==> config.mk <==
export PLATFORM = sky130hd
export DESIGN_NAME = frame_saver
export DESIGN_NICKNAME = d
export VERILOG_FILES = /design/src/rtl/frame_saver.sv
export SDC_FILE = /design/constraint.sdc
export NUM_CORES = 1
export LEC_CHECK = 0
export CAP_MARGIN = 20
export CORE_AREA = 2 2 68 70
export DETAILED_ROUTE_END_ITERATION = 8
export DIE_AREA = 0 0 70 72
export PLACE_DENSITY = 0.82
export SLEW_MARGIN = 0
export SYNTH_ARGS = -nofsm -noshare
export SYNTH_HDL_FRONTEND = slang
export SYNTH_SLANG_ARGS = --single-unit
==> constraint.sdc <==
create_clock -name clk -period 6.05 [get_ports clk]
set_clock_uncertainty 0.15 [all_clocks]
set_input_delay 1.5125 -clock clk [delete_from_list [all_inputs] [get_ports clk]]
set_output_delay 1.5125 -clock clk [all_outputs]
set_load 0.01 [all_outputs]
==> src/rtl/frame_saver.sv <==
// frame_saver: stores one camera frame into the frame buffer on request from the top controller.
// Optional macro FRAME_SAVER_SUM_EN adds a per-frame unsigned pixel sum on frame_sum.
module frame_saver #(
  parameter int unsigned FRAME_PIXELS = 12288,
  parameter int unsigned ADDR_W       = 14
) (
  input  logic              clk,
  input  logic              rst_n,
  input  logic              addr_add,
  input  logic              pix_valid,
  input  logic              pix_sof,
  input  logic [7:0]        pix_data,
  output logic              wr_en,
  output logic [ADDR_W-1:0] wr_addr,
  output logic [7:0]        wr_data,
  output logic              fin_a,
  output logic              frame_err,
  output logic [21:0]       frame_sum
);

  localparam logic [ADDR_W-1:0] LAST_IDX = ADDR_W'(FRAME_PIXELS - 1);

  typedef enum logic [1:0] {
    IDLE     = 2'd0,
    WAIT_SOF = 2'd1,
    CAPTURE  = 2'd2,
    DONE     = 2'd3
  } state_t;

  state_t            state, state_nxt;
  logic [ADDR_W-1:0] cnt, cnt_nxt;
  logic              wr_en_nxt;
  logic [ADDR_W-1:0] wr_addr_nxt;
  logic [7:0]        wr_data_nxt;
  logic              fin_a_nxt;
  logic              frame_err_nxt;

  // State and registered outputs
  always_ff @(posedge clk) begin
    if (!rst_n) begin
      state     <= IDLE;
      cnt       <= '0;
      wr_en     <= 1'b0;
      wr_addr   <= '0;
      wr_data   <= '0;
      fin_a     <= 1'b0;
      frame_err <= 1'b0;
    end else begin
      state     <= state_nxt;
      cnt       <= cnt_nxt;
      wr_en     <= wr_en_nxt;
      wr_addr   <= wr_addr_nxt;
      wr_data   <= wr_data_nxt;
      fin_a     <= fin_a_nxt;
      frame_err <= frame_err_nxt;
    end
  end

  // Next state and output values; cnt holds the address of the next pixel in the frame
  always_comb begin
    state_nxt     = state;
    cnt_nxt       = cnt;
    wr_en_nxt     = 1'b0;
    wr_addr_nxt   = wr_addr;
    wr_data_nxt   = wr_data;
    fin_a_nxt     = 1'b0;
    frame_err_nxt = frame_err;
    case (state)
      IDLE: begin
        cnt_nxt = '0;
        if (addr_add) begin
          state_nxt     = WAIT_SOF;
          frame_err_nxt = 1'b0;
        end
      end
      WAIT_SOF: begin
        if (!addr_add) begin
          state_nxt = IDLE;
          cnt_nxt   = '0;
        end else if (pix_valid && pix_sof) begin
          wr_en_nxt   = 1'b1;
          wr_addr_nxt = '0;
          wr_data_nxt = pix_data;
          cnt_nxt     = ADDR_W'(1);
          state_nxt   = CAPTURE;
        end
      end
      CAPTURE: begin
        // Abort beats a pixel arriving in the same cycle
        if (!addr_add) begin
          state_nxt = IDLE;
          cnt_nxt   = '0;
        end else if (pix_valid) begin
          wr_en_nxt   = 1'b1;
          wr_data_nxt = pix_data;
          if (pix_sof) begin
            frame_err_nxt = 1'b1;
            wr_addr_nxt   = '0;
            cnt_nxt       = ADDR_W'(1);
          end else begin
            wr_addr_nxt = cnt;
            if (cnt == LAST_IDX) begin
              state_nxt = DONE;
            end else begin
              cnt_nxt = cnt + ADDR_W'(1);
            end
          end
        end
      end
      DONE: begin
        fin_a_nxt = 1'b1;
        if (!addr_add) begin
          state_nxt = IDLE;
          cnt_nxt   = '0;
        end
      end
      default: begin
        state_nxt = IDLE;
        cnt_nxt   = '0;
      end
    endcase
  end

`ifdef FRAME_SAVER_SUM_EN
  localparam int unsigned SUM_W = 22;

  logic [SUM_W-1:0] acc;

  // Running sum restarts with every address-0 write; snapshot taken as fin_a rises
  always_ff @(posedge clk) begin
    if (!rst_n) begin
      acc       <= '0;
      frame_sum <= '0;
    end else begin
      if (wr_en_nxt) begin
        acc <= (wr_addr_nxt == '0) ? SUM_W'(wr_data_nxt) : acc + SUM_W'(wr_data_nxt);
      end
      if (fin_a_nxt && !fin_a) begin
        frame_sum <= acc;
      end
    end
  end
`else
  assign frame_sum = '0;
`endif

endmodule

* Yosys cells after proc, flatten, opt, wreduce, memory -nomap -nowiden *
Index checks and enable logic that the tools add are counted.

cells by class
  equal/unequal tests = 16
  multiplexer cells = 39
  reduce and logical (&&, ||, !) cells = 8
  $add $sub $neg = 1

operators with widths
  kind                                                              number
  14-bit 2-to-1 mux                                                 12
  14-bit case mux with 4 select lines                               1
  8-bit 2-to-1 mux                                                  4
  14-bit case mux with 2 select lines                               1
  2-bit 2-to-1 mux                                                  8
  8-bit case mux with 2 select lines                                1
  14-bit by 1-bit adder with 14-bit output (second input constant)  1
  14-bit == test (second input constant)                            1
  2-bit inequality test (second input constant)                     7
  3-bit inequality test (second input constant)                     4
  5-bit AND reduction                                               2
  1-bit 2-to-1 mux                                                  9
  2-bit case mux with 4 select lines                                1
  6-bit AND reduction                                               1
  2-bit == test (second input constant)                             2
  4-bit inequality test (second input constant)                     1
  1-bit case mux with 2 select lines                                2
  4-bit AND reduction                                               1
  2-bit nonzero test                                                2
  2-bit by 1-bit == test with 1-bit output (second input constant)  1
  2-bit zero test                                                   1
  1-bit logical AND                                                 1

word-level totals
  output and inout port bits = 47
  input bits = 13
  flip-flop bits (word level) = 41
  word-level logic and storage cells = 71

* Depth between registers and ports, before layout *
Gate-level depths: netlist (run 1).

  depth in word-level cells = 6
  gate-level depth with buffers = 9
  mapped depth without buffers = 7

* Worst setup path after synthesis (run 1) *
No wires, ideal clock.

  kind = input port to flip-flop
  from = input port pix_sof
  to = register cnt[7]
  slack = 3.280 ns
  stages on the path = 5
  library setup time = 0.080 ns
  required time = 5.820 ns
  path buffers = 0
  arrival time = 2.540 ns
  path through = nand4b_1 -> nor3_2 -> and2_1 -> or4_1 -> a211oi_2

between the ends
  word-level cells in the longest chain between the ends = 4
  elaborated cells on any way between the ends = 8
  those cells by class = eq/ne: 2; mux: 4; reduce/logical: 2

RTL lines
  element                              RTL line  RTL
  from (decl)                          11        input logic pix_sof,
  14-bit 2-to-1 mux                    96        if (pix_sof) begin
  14-bit 2-to-1 mux                    93        end else if (pix_valid) begin
  14-bit 2-to-1 mux                    90        if (!addr_add) begin
  14-bit case mux with 4 select lines  68        case (state)
  to (signal assigned)                 50        cnt <= cnt_nxt;
  to (decl)                            31        logic [ADDR_W-1:0] cnt, cnt_nxt;

Several ways; a longest one is shown, not always the timed one. The select of a mux whose other input is x is not followed.
A chain may end at the register's enable or synchronous reset.

==> results.py, run 1 <==
metrics = {
    "logic_synthesis": {
        "yosys.area.top_type": "dfxtp_1",
        "yosysWarnings": 0,
        "synth_top_area_share": 0.382,
        "ys_ff_latch": 41,
        "yosysSeqAreaShare": 0.382,
        "netlist_area_sq_um": 2150,
        "synth.avg_cell_area_sq_um": 8.08,
        "synth_flop_cell": "dfxtp_1",
        "synth_commonest_cells": "nand2_1 (45), dfxtp_1 (41), a21oi_1 (30)",
        "netlist-cell-type-count": 45,
        "yosysMostFrequentCell": "nand2_1",
        "synth_edf_count": 0,
        "synthArstFlopShare": 0,
        "synthCells": 266,
        "synthTopCellsByArea": "dfxtp_1 (38%), buf_4 (8.4%), nand2_1 (7.9%)",
    },
    "timing": {
        "fmax_ghz": 0.285,
        "timing.setup.tns_ns": 0,
        "setup_viol": 0,
        "rsz0062_at_grt": "false",
        "whs_ns": 0.306,
        "fin_crit_ns": 3.51,
        "finalHoldViolCount": 0,
        "worstMarginPinSlew_ns": 1.04,
        "fin_crit_sh": 0.580,
        "slew_viol_final": 0,
        "relSlewSlack": 0.305,
    },
    "power_and_ir_drop": {
        "comb_power_share": 0.105,
        "leakage_nw": 0.916,
        "power.switching_mw": 0.136,
        "powerDensity_nw_per_um2": 205,
        "power_mw": 0.522,
        "cell_internal_pwr_mw": 0.386,
        "pwr-share-seq": 0.527,
        "clock_power_share": 0.368,
        "p_sw_frac": 0.261,
        "ir_drop_uv": 150,
    },
    "floorplan": {
        "rows": 24,
        "dieWidth_um": 70,
        "die_h_um": 72,
        "dieArea_sq_um": 5040,
        "ios": 60,
        "core_sq_um": 4260,
        "start_util": 0.504,
    },
    "detailed_routing": {
        "wl_per_cell_um": 13.9,
        "ant_nets": 0,
        "dr.first_iter.drc_count": 98,
        "dr.pass1.iters": 4,
        "drt_wl_total_um": 4860,
        "dr_total_vias": 1924,
        "drc": 0,
        "avgViaCountPerCell": 5.51,
    },
    "global_route": {
        "grt_max_degree": 34,
        "grt_first_pass_wirelength_um": 7850,
        "grt_overflow": 0,
        "grt_pass1_vias": 1707,
        "antenna_found_initial": 0,
        "grt_use_total": 0.191,
    },
    "setup_path": {
        "cp_cell_sequence": "clkdlybuf4s50_1 -> inv_1 -> or3_1 -> o22ai_1",
        "cpLargestDelayFamily": "buffers and inverters",
        "reg2regPathDepth": 7,
        "rr_endpoint": "cnt[7]$_SDFFE_PN0P_",
        "critPathCaptureType": "flip-flop",
        "critical_path_class": "in2reg",
        "max_stage_delay_ns": 0.81,
        "slowest_stage": "clkdlybuf4s50_1",
        "critical_path_required_ns": 6.12,
        "startpoint": "rst_n",
        "r2r-start": "state[0]$_SDFFE_PN0P_",
        "critPathMaxFanout": 33,
        "reg2reg_setup_slack_ns": 3.70,
        "start_kind": "input pin",
        "cp_num_buf_inv": 2,
        "worst_ep_arrival_time_ns": 3.58,
    },
    "placement": {
        "place.gp.congestion": 0.916,
        "portBuffers": 37,
        "hpwl_um": 3390,
        "dpl-instance-area_sq_um": 2440,
    },
    "min_path": {
        "worstHoldStart": "wr_addr[12]$_SDFFE_PN0P_",
        "hp-class": "reg2reg",
        "hold_end": "wr_addr[12]$_SDFFE_PN0P_",
        "min_path_cells": 2,
    },
    "clocking": {
        "postCtsSetupRepairBufs": 0,
        "cts_buffer_depth": 2,
        "cts_tree": "yes",
        "clkTransAtPathRegs_ns": 0.08,
        "cts_inserted_buffers": 5,
        "holdBufCountCts": 0,
        "cts_repair_resize_count": 0,
        "clock-root-buffer": "clkbuf_8",
        "clk_latency_ns": 0.30,
        "cts_sinks": 41,
        "htreeDepth": 2,
    },
    "layout": {
        "diodes": 0,
        "nFillCells": 394,
        "area_growth_pct": 18.2,
        "layout-drive-gt1-share": 0.0774,
        "nNetsFinal": 315,
        "seq_area_sq_um": 821,
        "design_area_sq_um": 2540,
        "multi_input_area_sq_um": 1160,
    },
    "run": {
        "cap_violations": 0,
    },
    "run_status": {
        "status": "finished, final reports clean",
    },
}
-- final cells by class --
class	count	area share
clock buffer	6	0.0325
clock inverter	2	0.00542
inverter	5	0.00739
multi-input combinational	205	0.457
sequential	41	0.323
tap	52	0.0256
timing repair buffer	38	0.149
-- per-layer routing --
metal	track usage	routed length, um	up-vias	part of all wire
li1	-	-	968	-
met3	0.0417	276	8	0.057
met4	0.0662	61	0	0.013
met1	0.240	2150	880	0.44
met5	0	0	-	0
met2	0.326	2370	68	0.49
-- logic make-up after synthesis --
| family | Yosys count | synth area share |
|---|---|---|
| other cells | 1 | 0.00174 |
| fa+ha+maj | 6 | 0.0349 |
| simple gates | 112 | 0.274 |
| buf+inv | 41 | 0.115 |
| compound gates | 64 | 0.188 |
| mux | 1 | 0.00524 |
| flops | 41 | 0.382 |
-- flip-flops by register name, summed over array words and instances, names as in the netlist --
name / flops
wr_en: 1
state: 2
wr_data: 8
cnt: 14
fin_a: 1
wr_addr: 14
frame_err: 1
-- worst reg2reg max path: stages, from the launching register on --
cell	delay, ns
dfxtp_1	0.37
inv_1	0.10
ha_1	0.33
o21ai_1	0.17
a21o_1	0.15
nand2_2	0.21
or4_1	0.58
a211oi_2	0.22
-- power by group through the flow --
stage | clock [mW] | sequential [mW] | combinational [mW]
floorplan | 0 | 0.282 | 0.0464
global placement | 0 | 0.281 | 0.0535
finish | 0.192 | 0.275 | 0.0550
global route | 0.205 | 0.275 | 0.0605
detailed placement | 0 | 0.281 | 0.0545
CTS | 0.195 | 0.275 | 0.0548
-- worst max path at each step --
stage | endpoint | cells past startpoint
2_1_floorplan | cnt[7]$_SDFFE_PN0P_ | 5
3_3_place_gp | cnt[11]$_SDFFE_PN0P_ | 5
3_5_place_dp | cnt[11]$_SDFFE_PN0P_ | 5
4_1_cts | cnt[11]$_SDFFE_PN0P_ | 5
5_1_grt | cnt[9]$_SDFFE_PN0P_ | 4
6_report | cnt[9]$_SDFFE_PN0P_ | 4
-- stage by stage --
| stage | std cells | utilization | setup WS [ns] |
|---|---|---|---|
| 3_5_place_dp | 340 | 0.571 | 2.04 |
| 5_1_grt | 349 | 0.596 | 2.43 |
| 3_3_place_gp | 340 | 0.571 | 2.14 |
| 6_report | 349 | 0.596 | 2.54 |
| 4_1_cts | 348 | 0.594 | 2.31 |
| 2_1_floorplan | 287 | - | 3.28 |
-- cell usage in the layout, fill, tap and decap left out, types with 4 or more instances in the layout --
| cell | synthesis | final |
|---|---|---|
| nand2_1 | 45 | 45 |
| dfxtp_1 | 41 | 41 |
| clkdlybuf4s50_1 | 0 | 37 |
| a21oi_1 | 30 | 30 |
| conb_1 | 1 | 22 |
| nand3_1 | 21 | 21 |
| o21ai_0 | 9 | 9 |
| nor2_1 | 6 | 6 |
| o311ai_0 | 6 | 6 |
| ha_1 | 6 | 6 |
| clkbuf_8 | 0 | 6 |
| inv_1 | 5 | 5 |
| and3_1 | 5 | 5 |
| nor3_1 | 5 | 5 |
| nand3b_1 | 4 | 4 |
(Power assumes the default switching activity.)
==> run 2: changes to the inputs <==
--- a/config.mk
+++ b/config.mk
@@ -6,10 +6,10 @@
 export NUM_CORES = 1
 export LEC_CHECK = 0
 export CAP_MARGIN = 20
-export CORE_AREA = 2 2 68 70
+export CORE_AREA = 2 2 74 76
 export DETAILED_ROUTE_END_ITERATION = 8
-export DIE_AREA = 0 0 70 72
-export PLACE_DENSITY = 0.82
+export DIE_AREA = 0 0 76 78
+export PLACE_DENSITY = 0.73
 export SLEW_MARGIN = 0
 export SYNTH_ARGS = -nofsm -noshare
 export SYNTH_HDL_FRONTEND = slang
==> constraint.sdc (replaced) <==
create_clock -name clk -period 3.2 [get_ports clk]
set_clock_uncertainty 0.15 [all_clocks]
set_input_delay 0.8 -clock clk [delete_from_list [all_inputs] [get_ports clk]]
set_output_delay 0.8 -clock clk [all_outputs]
set_load 0.01 [all_outputs]
==> run 2 against run 1 <==
Compared with the run above:
- combinational power is 96% higher
- largest power group unchanged
- utilization is 8.4 points lower
- wire length is 3.0% lower
- total power is 79% higher
- sequential share of layout area is 0.47 points lower
- non-clock buffer count is 5 higher
- global-route usage is 3.0 points lower
- clock power is 60% higher
- first-iteration DRC count is 3.1% lower
==> results.py, run 2 (synthesized netlist as in run 1, its figures left out) <==
metrics = {
    "floorplan": {
        "ios": 60,
        "core_sq_um": 5040,
        "die_h_um": 78,
        "rows": 26,
        "dieWidth_um": 76,
        "start_util": 0.426,
        "dieArea_sq_um": 5930,
    },
    "clocking": {
        "postCtsSetupRepairBufs": 0,
        "clock-root-buffer": "clkbuf_8",
        "cts_buffer_depth": 2,
        "cts_sinks": 41,
        "cts_inserted_buffers": 5,
        "holdBufCountCts": 0,
        "htreeDepth": 2,
        "clkTransAtPathRegs_ns": 0.07,
        "clk_latency_ns": 0.29,
        "cts_repair_resize_count": 0,
        "cts_tree": "yes",
    },
    "setup_path": {
        "critical_path_required_ns": 3.27,
        "cpLargestDelayFamily": "simple AND/OR/NAND/NOR gates",
        "critical_path_class": "in2reg",
        "reg2regPathDepth": 7,
        "max_stage_delay_ns": 0.58,
        "critPathMaxFanout": 12,
        "cp_cell_sequence": "clkdlybuf4s50_1 -> nand4b_1 -> nor3_2 -> and2_1 -> or4_1 -> a211oi_2",
        "critPathCaptureType": "flip-flop",
        "start_kind": "input pin",
        "worst_ep_arrival_time_ns": 2.71,
        "reg2reg_setup_slack_ns": 0.89,
        "cp_num_buf_inv": 1,
        "slowest_stage": "clkdlybuf4s50_1",
        "cp.depth": 6,
    },
    "layout": {
        "reg_top3": "cnt (14), wr_addr (14), wr_data (8)",
        "layout.cells.non_filler": 370,
        "area_growth_pct": 19.9,
        "final_common_cell": "nand2_1",
        "most-common-layout-cells": "nand2_1 (45), dfxtp_1 (41), clkdlybuf4s50_1 (37), a21oi_1 (30), conb_1 (22)",
        "diodes": 0,
        "nNetsFinal": 320,
        "layout-drive-gt1-share": 0.0867,
    },
    "timing": {
        "worst_slack_ns": 0.560,
        "relSlewSlack": 0.601,
        "fin_crit_ns": 2.64,
        "fmax_ghz": 0.379,
        "slew_viol_final": 0,
        "whs_ns": 0.301,
        "rsz0062_at_grt": "false",
        "setup_viol": 0,
        "fin_crit_sh": 0.825,
        "timing.setup.tns_ns": 0,
        "finalHoldViolCount": 0,
        "worstMarginPinSlew_ns": 0.597,
    },
    "placement": {
        "place.gp.congestion": 0.886,
        "placedCellCount": 364,
        "portBuffers": 37,
        "dp_slack_ns": 0.276,
        "hpwl_um": 3320,
    },
    "detailed_routing": {
        "avgViaCountPerCell": 5.26,
        "dr.pass1.iters": 4,
        "dr_total_vias": 1945,
        "wl_per_cell_um": 12.7,
        "dr.first_iter.drc_count": 95,
        "ant_nets": 0,
        "drc": 0,
        "drt_wl_total_um": 4710,
    },
    "power_and_ir_drop": {
        "leakage_nw": 0.929,
        "ir_drop_uv": 254,
        "powerDensity_nw_per_um2": 363,
    },
    "global_route": {
        "grt_max_degree": 23,
        "grt_first_pass_wirelength_um": 7910,
        "grt_overflow": 0,
        "antenna_found_initial": 0,
        "grt_pass1_vias": 1729,
        "grt_use_total": 0.161,
    },
    "run": {
        "cap_violations": 0,
    },
    "min_path": {
        "min_path_cells": 2,
        "hp-class": "reg2reg",
    },
    "run_status": {
        "status": "finished, final reports clean",
    },
}
==> run 2: cell count changes in the layout (fill, tap and decap cells not counted) <==
cell / before / now
buf_4: 1 / 6
clkbuf_8: 6 / 5
clkinv_4: 1 / 0
==> run 2: area by class of cell <==
cell class | count | area (sq um)
Clock buffer | 5 | 68.8
Clock inverter | 1 | 5.00
Fill cell | 530 | 2460
Inverter | 5 | 18.8
Multi-Input combinational cell | 205 | 1160
Sequential cell | 41 | 821
Tap cell | 70 | 87.6
Timing Repair Buffer | 43 | 415
==> run 2: worst register-to-register path: cells and delay by family (launching register included) <==
family	cells	cell delay, ns
AO/OA/AOI/OAI	3	0.55
adder cells (fa/ha/maj)	1	0.33
buffers and inverters	1	0.09
flip-flops	1	0.36
AND/OR/NAND/NOR	2	0.75
==> run 2: power breakdown <==
part,internal [mW],switching [mW]
Clock,0.143,0.165
Sequential,0.516,0.00410
Combinational,0.0421,0.0657
Total,0.701,0.235
==> run 2: stage by stage <==
stage,util,power (mW),instance area (sq um)
after floorplan,-,0.620,2230
after global placement,0.497,0.637,2500
after detailed placement,0.497,0.638,2500
after CTS,0.511,0.942,2580
after global routing,0.511,0.976,2580
final,0.511,0.936,2580
==> run 2: metal layers <==
metal	track usage	routed length, um
met1	0.220	2270
met2	0.247	2100
met3	0.0314	266
met4	0.0709	73
met5	0	0
==> run 2: path summary, 6_finish.rpt <==
path | start | to
setup / recovery | addr_add | cnt[7]$_SDFFE_PN0P_
hold reg to reg | wr_addr[7]$_SDFFE_PN0P_ | wr_addr[7]$_SDFFE_PN0P_
setup reg to reg | state[0]$_SDFFE_PN0P_ | cnt[7]$_SDFFE_PN0P_
hold / removal | wr_addr[7]$_SDFFE_PN0P_ | wr_addr[7]$_SDFFE_PN0P_
